<file path="src/rtl/debug_uart_dumper.sv">
// debug_uart_dumper
//   Snapshots the core debug port (PC, data address, instruction, then every
//   register through debug_reg_addr) and streams it out as 8N1 UART bytes,
//   LSB first, each 32-bit word MSB byte first, preceded by a 0xA5 header.
//   Register contents are only meaningful while the core clock is stopped.
//
//   Build option: define DEBUG_DUMP_CHECKSUM_EN to append one XOR checksum
//   byte covering every frame byte except the 0xA5 header.
//
// Ports
//   clk, aresetn           clock, async active-low reset
//   trigger                1-cycle start pulse, ignored unless idle
//   dbg_pc/addr/inst/reg   core debug words (dbg_reg selected by debug_reg_addr)
//   debug_reg_addr         register select driven to the core
//   tx                     UART line, idle high
//   busy                   frame in progress
//   done                   1-cycle pulse after the last stop bit
module debug_uart_dumper #(
  parameter int CLK_DIV       = 868,
  parameter int NUM_REGS      = 32,
  parameter int SETTLE_CYCLES = 4
) (
  input  logic        clk,
  input  logic        aresetn,
  input  logic        trigger,
  input  logic [31:0] dbg_pc,
  input  logic [31:0] dbg_addr,
  input  logic [31:0] dbg_inst,
  input  logic [31:0] dbg_reg,
  output logic [4:0]  debug_reg_addr,
  output logic        tx,
  output logic        busy,
  output logic        done
);

  localparam logic [15:0] DIV_LAST    = 16'(CLK_DIV - 1);
  localparam logic [7:0]  SETTLE_LAST = 8'(SETTLE_CYCLES - 1);
  // Word index: 0 header, 1 pc, 2 addr, 3 inst, 4.. registers, then checksum.
  localparam logic [5:0]  LAST_REG    = 6'(3 + NUM_REGS);

  typedef enum logic [1:0] {IDLE, SEND, SETTLE, FIN} state_t;

  state_t      state;
  logic [15:0] div_cnt;
  logic [3:0]  bit_cnt;     // 0 start, 1..8 data, 9 stop
  logic [1:0]  bidx;        // byte within word; header is loaded as the last byte
  logic [5:0]  wsel;
  logic [7:0]  settle_cnt;
  logic [31:0] pc_q, addr_q, inst_q;
  logic [31:0] word_q;      // current byte always sits in [31:24]
  logic [7:0]  cur_byte;
  logic [31:0] fixed_word;

  assign cur_byte = word_q[31:24];

  always_comb begin
    fixed_word = inst_q;
    if (wsel == 6'd0)      fixed_word = pc_q;
    else if (wsel == 6'd1) fixed_word = addr_q;
  end

`ifdef DEBUG_DUMP_CHECKSUM_EN
  logic [7:0] csum;
  logic [7:0] csum_nxt;
  assign csum_nxt = (wsel == 6'd0) ? csum : (csum ^ cur_byte);
`endif

  always_ff @(posedge clk or negedge aresetn) begin
    if (!aresetn) begin
      state          <= IDLE;
      tx             <= 1'b1;
      busy           <= 1'b0;
      done           <= 1'b0;
      debug_reg_addr <= '0;
      div_cnt        <= '0;
      bit_cnt        <= '0;
      bidx           <= '0;
      wsel           <= '0;
      settle_cnt     <= '0;
      pc_q           <= '0;
      addr_q         <= '0;
      inst_q         <= '0;
      word_q         <= '0;
`ifdef DEBUG_DUMP_CHECKSUM_EN
      csum           <= '0;
`endif
    end else begin
      done <= 1'b0;
      case (state)
        IDLE: begin
          if (trigger) begin
            pc_q    <= dbg_pc;
            addr_q  <= dbg_addr;
            inst_q  <= dbg_inst;
            word_q  <= {8'hA5, 24'h0};
            wsel    <= '0;
            bidx    <= 2'd3;
            busy    <= 1'b1;
            tx      <= 1'b0;          // start bit begins next cycle
            bit_cnt <= '0;
            div_cnt <= '0;
`ifdef DEBUG_DUMP_CHECKSUM_EN
            csum    <= '0;
`endif
            state   <= SEND;
          end
        end

        SEND: begin
          if (div_cnt != DIV_LAST) begin
            div_cnt <= div_cnt + 16'd1;
          end else begin
            div_cnt <= '0;
            if (bit_cnt != 4'd9) begin
              bit_cnt <= bit_cnt + 4'd1;
              tx      <= (bit_cnt == 4'd8) ? 1'b1 : cur_byte[bit_cnt[2:0]];
            end else begin
              // End of stop bit: pick the next byte with no idle gap,
              // or hand off to SETTLE / FIN.
              bit_cnt <= '0;
`ifdef DEBUG_DUMP_CHECKSUM_EN
              csum    <= csum_nxt;
`endif
              if (bidx != 2'd3) begin
                bidx   <= bidx + 2'd1;
                word_q <= {word_q[23:0], 8'h00};
                tx     <= 1'b0;
              end else if (wsel < 6'd3) begin
                wsel   <= wsel + 6'd1;
                bidx   <= '0;
                word_q <= fixed_word;
                tx     <= 1'b0;
              end else if (wsel < LAST_REG) begin
                debug_reg_addr <= 5'(wsel - 6'd3);
                settle_cnt     <= '0;
                tx             <= 1'b1;
                state          <= SETTLE;
`ifdef DEBUG_DUMP_CHECKSUM_EN
              end else if (wsel == LAST_REG) begin
                wsel   <= wsel + 6'd1;
                bidx   <= 2'd3;
                word_q <= {csum_nxt, 24'h0};
                tx     <= 1'b0;
`endif
              end else begin
                done           <= 1'b1;
                busy           <= 1'b0;
                debug_reg_addr <= '0;
                tx             <= 1'b1;
                state          <= FIN;
              end
            end
          end
        end

        SETTLE: begin
          if (settle_cnt == SETTLE_LAST) begin
            word_q  <= dbg_reg;
            wsel    <= wsel + 6'd1;
            bidx    <= '0;
            tx      <= 1'b0;
            bit_cnt <= '0;
            div_cnt <= '0;
            state   <= SEND;
          end else begin
            settle_cnt <= settle_cnt + 8'd1;
          end
        end

        FIN: state <= IDLE;   // a trigger seen here is dropped

        default: state <= IDLE;
      endcase
    end
  end

endmodule

</file>
<file path="config.mk">
export PLATFORM = sky130hd
export DESIGN_NAME = debug_uart_dumper
export DESIGN_NICKNAME = d
export VERILOG_FILES = /design/src/rtl/debug_uart_dumper.sv
export SDC_FILE = /design/constraint.sdc
export NUM_CORES = 1
export LEC_CHECK = 0
export ABC_AREA = 1
export ABC_CLOCK_PERIOD_IN_PS = 1800
export CAP_MARGIN = 10
export CORE_MARGIN = 5
export CORE_UTILIZATION = 30
export DETAILED_ROUTE_END_ITERATION = 10
export SYNTH_ARGS = -nofsm -noshare
export SYNTH_HDL_FRONTEND = slang
export SYNTH_SLANG_ARGS = --single-unit
</file>
<file path="constraint.sdc">
create_clock -name clk -period 1.8 [get_ports clk]
set_input_delay 0.18 -clock clk [delete_from_list [all_inputs] [get_ports clk]]
set_output_delay 0.18 -clock clk [all_outputs]
set_load 0.01 [all_outputs]
</file>
# ---- Yosys cells after proc, flatten, opt, wreduce, memory -nomap -nowiden
# Cells that the tools add are included.
dict set report totals {
  register_bits 174
  out_inout_bits 8
  mem_count 0
  ram_bits 0
  elab_cells 132
  inputBits 131
  latch_bits 0
  romBits 0
}
dict set report op_classes {
  n_addsub 6
  n_eq_ne 20
  reduce_logical 14
  order_cmp 3
  muxes 71
  bitwise 4
  shifts 0
  n_mul 0
  div_mod_pow 0
}
# operator count
set ops {}
lappend ops {{32-bit two-way mux} 8}
lappend ops {{32-bit case mux with 3 select lines} 1}
lappend ops {{16-bit two-way mux} 3}
lappend ops {{8-bit two-way mux} 6}
lappend ops {{16-bit case mux with 3 select lines} 1}
lappend ops {{6-bit two-way mux} 6}
lappend ops {{2-bit two-way mux} 12}
lappend ops {{2-bit inequality test (second input constant)} 11}
lappend ops {{1-bit two-way mux} 21}
lappend ops {{7-bit AND reduction} 3}
lappend ops {{6-bit case mux with 3 select lines} 1}
lappend ops {{16-bit by 1-bit adder with 16-bit output (second input constant)} 1}
lappend ops {{4-bit two-way mux} 4}
lappend ops {{16-bit by 10-bit inequality test with 1-bit output (second input constant)} 1}
lappend ops {{8-bit case mux with 2 select lines} 1}
lappend ops {{4-bit case mux with 3 select lines} 1}
lappend ops {{6-bit AND reduction} 2}
lappend ops {{8-bit by 1-bit adder with 8-bit output (second input constant)} 1}
lappend ops {{8-bit by 2-bit equality test with 1-bit output (second input constant)} 1}
lappend ops {{2-bit case mux with 4 select lines} 1}
lappend ops {{6-bit by 1-bit adder with 6-bit output (second input constant)} 1}
lappend ops {{6-bit by 1-bit equality test with 1-bit output (second input constant)} 1}
lappend ops {{6-bit logical NOT} 1}
lappend ops {{6-bit by 2-bit less-than comparator with 1-bit output (second input constant)} 1}
lappend ops {{23 further kinds} 28}

# ---- Logic depth before layout (Yosys ltp)
dict set report depth {
  depth_word 8
  ltp_mapped 13
  depth_no_buf 11
}

# ---- Worst setup path after synthesis
# No wires, ideal clock.
dict set report synth_timing {
  path_kind {register -> register}
  start {register state[1]}
  end {register word_q[10]}
  stages_incl_launch_ff 13
  setup_ns 0.117
  required_ns 1.683
  synth_period_minus_slack_ns 1.758
  t_arrival_ns 1.641
  n_path_buf 2
  setup_slack_ns 0.042
  path_cell_list {dfrtp_1 -> inv_1 -> ha_1 -> buf_4 -> nand2_1 -> inv_2 -> a21oi_4 -> nand3_4 -> inv_2 -> nand2_2 -> buf_6 -> nand2_1 -> nand2_1}
}
dict set report synth_via {
  elab_chain_len 3
  elab_cells_between_ends 11
  cone_classes {eq/ne (7); mux (1); reduce/logical (3)}
}
# element line
set synth_lines {}
lappend synth_lines {{start: declaration} 43} ;# state_t state;
lappend synth_lines {{start signal: assignment} 70} ;# state <= IDLE;
lappend synth_lines {{start signal: assignment} 105} ;# state <= SEND;
lappend synth_lines {{start signal: assignment} 137} ;# state <= SETTLE;
lappend synth_lines {{2-bit by 1-bit equality test with 1-bit output, or another cell as far along} 89} ;# case (state)
lappend synth_lines {{3-bit inequality test (no source line), or another cell as far along} n/a}
lappend synth_lines {{6-bit AND reduction (no source line)} n/a}
lappend synth_lines {{end signal: assignment} 95} ;# word_q <= {8'hA5, 24'h0};
lappend synth_lines {{end signal: assignment} 126} ;# word_q <= {word_q[23:0], 8'h00};
lappend synth_lines {{end signal: assignment} 131} ;# word_q <= fixed_word;
lappend synth_lines {{end: declaration} 50} ;# logic [31:0] word_q;
# Several ways; a longest one is shown, not always the timed one.
# A chain may end at the register's enable or synchronous reset.

# ---- Final worst setup path
dict set report layout_timing {
  start {register bit_cnt[1]}
  end {register word_q[28]}
}
dict set report layout_via {
  elab_chain_len 3
}
# element line
set layout_lines {}
lappend layout_lines {{start: declaration} 45} ;# logic [3:0] bit_cnt;
lappend layout_lines {{start signal: assignment} 115} ;# bit_cnt <= bit_cnt + 4'd1;
lappend layout_lines {{4-bit inequality test} 114} ;# if (bit_cnt != 4'd9) begin
lappend layout_lines {{2-bit inequality test (no source line)} n/a}
lappend layout_lines {{6-bit AND reduction (no source line)} n/a}
lappend layout_lines {{end signal: assignment} 126}
lappend layout_lines {{end signal: assignment} 131}
lappend layout_lines {{end signal: assignment} 158} ;# word_q <= dbg_reg;
# Every way passes these cells.

==> summary.md <==
Run status
- **result of the run** finished, final reports clean

Timing
- **fin crit period** 1.80 ns
- **final-report max-slew violation count** 0
- **slew at the pin closest to its max-slew limit** 0.491 ns
- **post-route worst hold slack** 0.192 ns
- **worst-case clock skew** 0.0122 ns
- **count of final hold-check violations** 0
- **number of setup violations in the final report** 0
- **share of the clock period used by the worst path after layout** 0.999
- **top achievable clock speed** 0.556 GHz
- **setup repair after global routing missed its margin** true
- **max-slew headroom at the worst pin** 0.670

Cells and area
- **total number of nets in the final design** 1495
- **utilization after layout** 0.414
- **area taken by flip-flops and latches** 4360 um^2
- **post-route cell area** 13100 um^2
- **combined area of the multi-input logic cells** 4910 um^2
- **number of fill cells** 3141
- **Layout area overhead** 36.5%
- **number of cells in the finished layout apart from fillers** 1764
- **antenna diode count** 0
- **layout cells sized above 1** 0.233

Routing
- **drt first-iter violations** 519
- **final routed wire length divided by cell count** 16.5 um
- **number of vias per cell** 4.78
- **Total Wirelength** 29.1 mm
- **vias after detailed routing** 8438
- **first-pass iteration count of the detailed router** 5
- **final antenna-violating net count** 0
- **number of DRC violations after detailed routing** 0

Logic synthesis
- **mean area per synthesized cell** 8.26 um^2
- **most used standard cell by instance count after synthesis** sky130_fd_sc_hd__nand2_1
- **primary flip-flop cell chosen by synthesis mapping** sky130_fd_sc_hd__dfrtp_1
- **biggest area consumer among synthesized cells** sky130_fd_sc_hd__dfrtp_1
- **Synth Cell Area** 9570 um^2
- **flops & latches, synth** 174
- **net count after synthesis** 1305
- **sequential fraction of the synthesis area** 0.455
- **top area cells in the synthesized netlist** sky130_fd_sc_hd__dfrtp_1 (45%), sky130_fd_sc_hd__nand2_1 (15%), sky130_fd_sc_hd__mux2_2 (11%)
- **number of unique standard cell types used by synthesis** 39
- **EDFF count, synth** 0
- **top-area cell type share of the netlist area** 0.452
- **most used standard cells in the synthesized netlist** sky130_fd_sc_hd__nand2_1 (389), sky130_fd_sc_hd__dfrtp_1 (173), sky130_fd_sc_hd__nor2_1 (130)
- **Warnings, synthesis** 0
- **Syn Inst Count** 1159
- **share of flip-flops with an asynchronous set or reset after synthesis** 1.00

Floorplan
- **core footprint** 31600 um^2
- **overall die height** 189 um
- **Ports** 139
- **starting density of the core** 0.303
- **Horiz. Die Dim** 189 um
- **Total Die Area** 35600 um^2
- **standard-cell row count** 65

Setup path
- **Worst path slowest cell** sky130_fd_sc_hd__dfrtp_1
- **capture point of the worst reg-to-reg path** word_q[28]
- **path type of the worst setup path** flip-flop to flip-flop
- **kind of end point of the critical path** flip-flop
- **most used cell, CP** sky130_fd_sc_hd__nor2_4
- **critical-path maximum fanout** 8
- **worst reg-to-reg path cell count** 12
- **critical path, cell by cell** inv_2, ha_4, nand2_4, nor2_4, nor2_4, a21oi_4, nand3_4, inv_4, nand2_8, clkbuf_16, nand2_2, nand2_1
- **Critical Path AT** 2.13 ns
- **delay contributed by the slowest stage of the critical path** 0.39 ns
- **startpoint type of the worst setup path** flip-flop
- **Reg2Reg Launch Point** bit_cnt[1]
- **required time worst endpoint** 2.13 ns
- **Worst setup startpoint** bit_cnt[1]
- **register-to-register path setup slack** 0.001 ns

Power and ir drop
- **total power density per cell area** 1470 nW/um^2
- **total leakage power** 6.09 nW
- **worst supply voltage drop on vdd** 0.977 mV
- **Total Power Consumption** 19.2 mW

GRT
- **via count of the first global-routing pass** 8384
- **antenna violations before repair** 3
- **pin count of the biggest net entering global routing** 70
- **GRT Residual Overflow** 0
- **wire length of the first global-routing pass** 44.5 mm
- **total routing resource utilization after global routing** 0.155

Clock tree
- **total number of clock tree sinks** 174
- **# H-tree levels** 4
- **clock buffers created by TritonCTS** 17
- **worst-skew pair later-pin latency** 0.44 ns
- **Root Buffer Master** sky130_fd_sc_hd__clkbuf_16
- **clock slew seen by the registers of the worst setup and hold paths** 0.08 ns
- **clock tree from TritonCTS** done
- **deepest clock path buffer count** 2

Placement
- **placed cell area** 11800 um^2
- **detailed placement HPWL** 19.5 mm
- **Routability Congestion** 0.852
- **cell count after placement** 1707
- **IO Port Bufs** 138

Run
- **number of maximum-capacitance violations** 0

Min path
- **class of the most critical hold timing path** input pin to asynchronous set/reset pin

## cell usage in the layout, fill, tap and decap left out, types with 15 or more instances in the layout
master,n
sky130_fd_sc_hd__nor2_1,127
sky130_fd_sc_hd__mux2_2,96
sky130_fd_sc_hd__nand2_1,350
sky130_fd_sc_hd__nand2_2,32
sky130_fd_sc_hd__buf_12,16
sky130_fd_sc_hd__clkbuf_16,24
sky130_fd_sc_hd__dfrtp_1,170
sky130_fd_sc_hd__nand3_1,100
sky130_fd_sc_hd__nand2_4,15
sky130_fd_sc_hd__buf_4,58
sky130_fd_sc_hd__nand4_1,40
sky130_fd_sc_hd__clkdlybuf4s50_1,137
sky130_fd_sc_hd__inv_1,59
## flip-flops by register name, indices dropped and copies added, names as in the netlist
name,flops
settle_cnt,8
pc_q,32
word_q,32
bidx,2
tx,1
inst_q,32
done,1
bit_cnt,4
div_cnt,16
wsel,6
state,2
debug_reg_addr,5
busy,1
addr_q,32
## timing repair
| item | CTS | global route |
|---|---|---|
| gates cloned | 0 | 9 |
| endpoints found under the setup margin | 34 | 67 |
| hold buffers | 1 | 0 |
| resized for setup | 3 | 87 |
| setup buffers | 4 | 11 |
| pin swaps | 1 | 26 |
| hold endpoints to repair | 80 | 0 |
## through the flow
step                 TNS, ns  worst slack (ns)
floorplan                  0            0.0417
detailed placement  -0.00418          -0.00418
global route           -1.62           -0.0747
finish                     0           0.00136
CTS                        0           0.00895
global placement           0         0.0000882
## cell families after synthesis
| kind of cell | share of synthesized area |
|---|---|
| AND/OR/NAND/NOR | 0.314 |
| flip-flops | 0.455 |
| buffers and inverters | 0.0616 |
| multiplexers | 0.113 |
| AO/OA/AOI/OAI | 0.0280 |
| adder cells (fa/ha/maj) | 0.0196 |
| XOR/XNOR | 0.00915 |
## worst max-delay path by stage
stage / end / slack (ns) / depth (start not counted)
2_1_floorplan: word_q[10] / 0.04 / 12
3_3_place_gp: word_q[5] / 0.00009 / 9
3_5_place_dp: word_q[16] / -0.004 / 9
4_1_cts: word_q[13] / 0.009 / 12
5_1_grt: word_q[28] / -0.07 / 12
6_report: word_q[28] / 0.001 / 12
## routing by layer
layer / wire length (um) / track usage / part of all wire / vias to the layer above
met5: 48 / 0 / 0.0016 / -
met1: 12900 / 0.208 / 0.44 / 4017
met2: 13800 / 0.252 / 0.47 / 261
li1: - / - / - / 4114
met4: 561 / 0.0387 / 0.019 / 6
met3: 1830 / 0.0389 / 0.063 / 40
## area by class of cell
type | instances | share of cell area
multi-input cells | 859 | 0.376
repair buffers | 226 | 0.183
flip-flops and latches | 174 | 0.334
well taps | 402 | 0.0385
inverters | 71 | 0.0206
clock buffers | 17 | 0.0326
clock inverters | 15 | 0.0151
## power breakdown
part           switching [mW]  internal, mW
Sequential              0.875          5.34
Combinational            4.74          4.23
Clock                    1.84          2.13
Total                    7.46          11.7
## worst max-delay path: cells and delay by family, from the launching register on
kind                       cells  cell delay [ns]
and+or+nand+nor                7             0.59
DFF                            1             0.39
buffers and inverters          3             0.38
AOI/OAI and AO/OA              1             0.16
adders and majority gates      1             0.15
Power figures use the tool's default switching activity.
